==> src/rtl/display_7s_scan.sv <==
// rtl/display_7s_scan.sv - 8-digit common-anode 7-segment scan driver with blanking and blink
module display_7s_scan #(
    parameter int DIGIT_TICKS  = 100000,
    parameter int BLANK_TICKS  = 1000,
    parameter int BLINK_FRAMES = 64
) (
    input  logic        clk,
    input  logic        reset,
    input  logic [79:0] dis_data,
    output logic [7:0]  an,
    output logic [6:0]  seg,
    output logic        dp,
    output logic        frame_tick
);

    localparam int CW = $clog2(DIGIT_TICKS);
    localparam int FW = (BLINK_FRAMES > 1) ? $clog2(BLINK_FRAMES) : 1;

    logic [CW-1:0] cnt_q, cnt_d;
    logic [2:0]    dig_q, dig_d;
    logic [79:0]   snap_q, snap_d;
    logic          load_pend_q, load_pend_d;
    logic [FW-1:0] fcnt_q, fcnt_d;
    logic          blink_off_q, blink_off_d;
    logic [7:0]    an_q, an_d;
    logic [6:0]    seg_q, seg_d;
    logic          dp_q, dp_d;
    logic          frame_tick_q, frame_tick_d;

    logic          slot_end;
    logic          frame_wrap;
    logic [6:0]    base;
    logic [9:0]    field;
    logic          visible;

    always_comb begin
        slot_end     = (cnt_q == CW'(DIGIT_TICKS - 1));
        frame_wrap   = slot_end && (dig_q == 3'd7);
        cnt_d        = slot_end ? '0 : cnt_q + CW'(1);
        dig_d        = slot_end ? dig_q + 3'd1 : dig_q;
        load_pend_d  = 1'b0;
        snap_d       = snap_q;
        fcnt_d       = fcnt_q;
        blink_off_d  = blink_off_q;
        frame_tick_d = frame_wrap;

        // Content only changes at a frame boundary so a frame never shows mixed data.
        if (load_pend_q || frame_wrap) begin
            snap_d = dis_data;
        end

        if (frame_wrap) begin
            if (fcnt_q == FW'(BLINK_FRAMES - 1)) begin
                fcnt_d      = '0;
                blink_off_d = ~blink_off_q;
            end else begin
                fcnt_d = fcnt_q + FW'(1);
            end
        end

        base    = {4'd0, dig_q} * 7'd10;
        field   = snap_q[base +: 10];
        visible = (cnt_q >= CW'(BLANK_TICKS)) && field[8] && !(field[9] && blink_off_q);

        an_d  = 8'hFF;
        seg_d = 7'h7F;
        dp_d  = 1'b1;
        if (visible) begin
            an_d  = ~(8'd1 << dig_q);
            seg_d = ~field[6:0];
            dp_d  = ~field[7];
        end
    end

    always_ff @(posedge clk) begin
        if (reset) begin
            cnt_q        <= '0;
            dig_q        <= 3'd0;
            snap_q       <= '0;
            load_pend_q  <= 1'b1;
            fcnt_q       <= '0;
            blink_off_q  <= 1'b0;
            an_q         <= 8'hFF;
            seg_q        <= 7'h7F;
            dp_q         <= 1'b1;
            frame_tick_q <= 1'b0;
        end else begin
            cnt_q        <= cnt_d;
            dig_q        <= dig_d;
            snap_q       <= snap_d;
            load_pend_q  <= load_pend_d;
            fcnt_q       <= fcnt_d;
            blink_off_q  <= blink_off_d;
            an_q         <= an_d;
            seg_q        <= seg_d;
            dp_q         <= dp_d;
            frame_tick_q <= frame_tick_d;
        end
    end

    assign an         = an_q;
    assign seg        = seg_q;
    assign dp         = dp_q;
    assign frame_tick = frame_tick_q;

endmodule

==> config.mk <==
export PLATFORM = sky130hd
export DESIGN_NAME = display_7s_scan
export DESIGN_NICKNAME = d
export VERILOG_FILES = /design/src/rtl/display_7s_scan.sv
export SDC_FILE = /design/constraint.sdc
export NUM_CORES = 1
export LEC_CHECK = 0
export CAP_MARGIN = 20
export CORE_UTILIZATION = 60
export DETAILED_ROUTE_END_ITERATION = 8
export GPL_TIMING_DRIVEN = 0
export PLACE_DENSITY = 0.86
export SYNTH_ARGS = -nofsm -noshare
export SYNTH_HDL_FRONTEND = slang
export SYNTH_SLANG_ARGS = --single-unit
==> constraint.sdc <==
create_clock -name clk -period 3.05 [get_ports clk]
set_clock_uncertainty 0.05 [all_clocks]
set_input_delay 0.61 -clock clk [delete_from_list [all_inputs] [get_ports clk]]
set_output_delay 0.61 -clock clk [all_outputs]
set_load 0.02 [all_outputs]
==> results of run 1 <==
-- per-layer routing --
| layer | wire length [um] | GRT usage [%] | up-vias | part of all wire (%) |
|---|---|---|---|---|
| met4 | 1000 | 19.8 | 0 | 4.2 |
| met2 | 10700 | 58.9 | 587 | 44 |
| met5 | 0 | 0 | - | 0 |
| li1 | - | - | 3654 | - |
| met1 | 9430 | 50.9 | 3711 | 39 |
| met3 | 3040 | 11.3 | 106 | 13 |
-- report_power, final --
part / leakage (uW) / switching, uW / internal, uW
clock: 0.000284 / 788 / 1300
combinational: 0.00170 / 284 / 253
sequential: 0.00103 / 121 / 1740
total: 0.00301 / 1190 / 3300
-- cells by family (layout without fill, tap and decap cells) --
| family | count (synthesis) | in the layout |
|---|---|---|
| AO/OA/AOI/OAI | 184 | 184 |
| XOR/XNOR | 11 | 11 |
| multiplexers | 22 | 22 |
| flip-flops | 125 | 125 |
| AND/OR/NAND/NOR | 454 | 454 |
| buffers and inverters | 111 | 241 |
| adder cells (fa/ha/maj) | 9 | 9 |
-- state kept, by name (all words and copies together), names as in the netlist --
signal       flops
an               8
cnt_q           17
fcnt_q           6
blink_off_q      1
frame_tick       1
load_pend_q      1
dp               1
dig_q            3
snap_q          80
seg              7
-- worst max-delay path by stage --
stage               startpoint          to  slack [ns]  depth (start not counted)
floorplan             dig_q[0]       an[1]        1.11                          6
global placement         reset  snap_q[18]       -0.18                          7
detailed placement       reset   snap_q[5]       -0.20                          7
CTS                      reset  snap_q[25]        0.21                          7
global route             reset  snap_q[25]        0.01                          7
finish                   reset  snap_q[25]        0.06                          7
-- cell type report --
cell class	count	area, sq um
multi-input cells	680	4350
fillers	866	2590
flip-flops and latches	125	2500
repair buffers	98	981
clock buffers	18	439
plain buffers	102	422
well taps	143	179
clock inverters	14	169
inverters	9	33.8
-- placed cells by master (no fill, tap or decap), types with 9 or more instances in the layout --
cell type	synthesis	final
nand2_1	207	207
dfxtp_1	125	125
nor2_1	100	100
clkdlybuf4s50_1	0	98
a31oi_1	81	81
clkbuf_1	80	80
nand4b_1	80	80
o311ai_0	80	80
nand3_1	22	22
mux4_2	20	20
clkbuf_16	0	17
buf_2	10	10
ha_1	9	9
-- stage by stage --
stage / hold WS (ns) / std cells / total power [uW]
2_1_floorplan: 0.391 / 916 / 2140
3_3_place_gp: 0.415 / 1157 / 2390
3_5_place_dp: 0.454 / 1157 / 2400
4_1_cts: 0.463 / 1189 / 4460
5_1_grt: 0.491 / 1189 / 4610
6_report: 0.462 / 1189 / 4490
-- worst register-to-register path: stages (launching register included) --
cell and delay (ns):
dfxtp_1 0.50, ha_1 0.24, ha_1 0.15, clkbuf_1 0.24
clkbuf_1 0.55, buf_1 0.54, nand4b_1 0.20, o311ai_0 0.15
==> impl_metrics.csv, run 1 <==
group,metric,value,unit
timing,worst_pin_slew,0.892,ns
worst_setup_path,start_kind,"input pin",
yosys,synthesis.nets,1007,
layout,num-nets-final,1124,
timing,fin_crit,2.99,ns
yosys,yosysTopAreaCell,"dfxtp_1",
timing,fmaxAchievable,335,MHz
clock_tree,ctsResizeCount,0,
die,start_util,62.6,%
yosys,synth_top_family_by_area,"simple AND/OR/NAND/NOR gates",
worst_setup_path,critical_path.top_delay_family,"buffers and inverters",
clock_tree,root_buffer,"clkbuf_16",
yosys,synth-xor-area-share,1.32,%
die,dieArea,0.0126,sq mm
grt,grt_pass1_vias,7482,
die,design.core.area,0.0117,sq mm
grt,grt_use_total,39.0,%
grt,overflow,0,
clock_tree,worstSkewPairLatency,0.43,ns
worst_setup_path,crit_arrival,3.22,ns
routing,firstDrtPassIters,8,
clock_tree,cts.sinks,125,
outcome,status,"finished with violations",
grt,antenna_found_initial,0,
place,place_congestion,0.922,
clock_tree,hold_buffers,0,
clock_tree,cts_buffers,17,
worst_hold_path,whs_path_depth,2,
layout,antenna_cells,0,
routing,finalWirelength,24100,um
timing,hold_violations,0,
worst_setup_path,critPathMaxFanout,10,
die,die_h,112,um
yosys,synth_area,0.00730,sq mm
worst_setup_path,crit_chain,"clkdlybuf4s50_1, clkbuf_1, clkbuf_1, clkbuf_1, nor2_1, a31oi_1, o311ai_0",
layout,drive_gt1_share,7.36,%
flow_run,max-cap-violations,0,
yosys,syn_inst,916,
timing,layout_setup_ws,0.0633,ns
worst_setup_path,cp.required,3.28,ns
worst_setup_path,cp-end-kind,"flop",
outcome,failed_checks,"design-rule violations",
worst_setup_path,worstSetupPathType,"input pin to flop",
worst_setup_path,cp_num_buf_inv,4,
yosys,ys_async_sr_fraction,0,%
timing,fin_tns_setup,0,ns
worst_setup_path,slowest_stage,"clkbuf_1",
yosys,synthAdderAreaFrac,1.54,%
timing,max_slew_margin,40.3,%
worst_setup_path,reg2reg_depth,7,
power_and_ir_drop,peakVddDrop,0.000501,V
yosys,ys_warn_count,0,
die,dieWidth,112,um
place,dp_hpwl,16400,um
worst_setup_path,rrSetupSlack,0.31,ns
power_and_ir_drop,p_per_area,495,mW/mm^2
worst_setup_path,cpPeakStageDelay,0.60,ns
worst_hold_path,holdPathEnd,"fcnt_q[5]",
routing,via_per_inst,6.78,
routing,vias,8058,
layout,design_area,0.00907,sq mm
place,preCtsSetupSlack,-0.199,ns
yosys,synthMuxAreaShare,6.48,%
die,rows,39,
worst_hold_path,hp-start,"fcnt_q[5]",
yosys,synth_compound_area_share,18.7,%
yosys,yosys-top-cells-count,"207 x nand2_1, 125 x dfxtp_1, 100 x nor2_1, 81 x a31oi_1",
yosys,synth-simple-area-share,31.5,%
yosys,yosys-top-cells-area,"dfxtp_1 34%, nand2_1 11%, nand4b_1 9.6%",
clock_tree,cts_setup_buffers,0,
layout,syn_to_final_growth,24.2,%
routing,ant_nets,0,
worst_setup_path,r2r_start,"dig_q[1]",
place,port_buffers,98,
timing,setup_viol,0,
die,ios,99,
yosys,post-synth-top-area-fraction,34.3,%
layout,utilization,77.8,%
clock_tree,htreeDepth,4,
grt,grt_first_pass_wirelength,38600,um
timing,rsz0062_at_grt,"no",
routing,drtIter0Drc,1076,
yosys,synth_edf_count,0,
place,place_area,0.00846,sq mm
yosys,synth-seq-cells,125,
yosys,ys_seq_area_share,34.3,%
clock_tree,cts.path.max_buffers,2,
grt,grt_max_degree,17,
yosys,synth_flop_cell,"dfxtp_1",
yosys,syn_area_per_cell,7.97,sq um
timing,finalMaxSlewViolations,0,
clock_tree,cts_tree,"yes",
worst_setup_path,r2r_end,"snap_q[70]",
worst_hold_path,hold_class,"flop to flop",
routing,drc,7,
yosys,ys_types,44,
worst_setup_path,path_common_cell,"clkbuf_1",
timing,fin_crit_sh,97.9,%
routing,routedWlPerCell,20.3,um
power_and_ir_drop,p_leak,0.00301,uW
clock_tree,clk_pin_slew_worst_paths,0.06,ns
yosys,synth.most_common_cell,"nand2_1",
(Power assumes the default switching activity.)
==> run 2, diff against run 1 <==
--- a/config.mk
+++ b/config.mk
@@ -5,11 +5,13 @@
 export SDC_FILE = /design/constraint.sdc
 export NUM_CORES = 1
 export LEC_CHECK = 0
-export CAP_MARGIN = 20
+export CAP_MARGIN = 15
 export CORE_UTILIZATION = 60
+export CTS_CLUSTER_DIAMETER = 30
 export DETAILED_ROUTE_END_ITERATION = 8
 export GPL_TIMING_DRIVEN = 0
 export PLACE_DENSITY = 0.86
+export SLEW_MARGIN = 20
 export SYNTH_ARGS = -nofsm -noshare
 export SYNTH_HDL_FRONTEND = slang
 export SYNTH_SLANG_ARGS = --single-unit
==> results of run 2 <==
No change in the layout: final DEF, timing and power equal those of run 1.
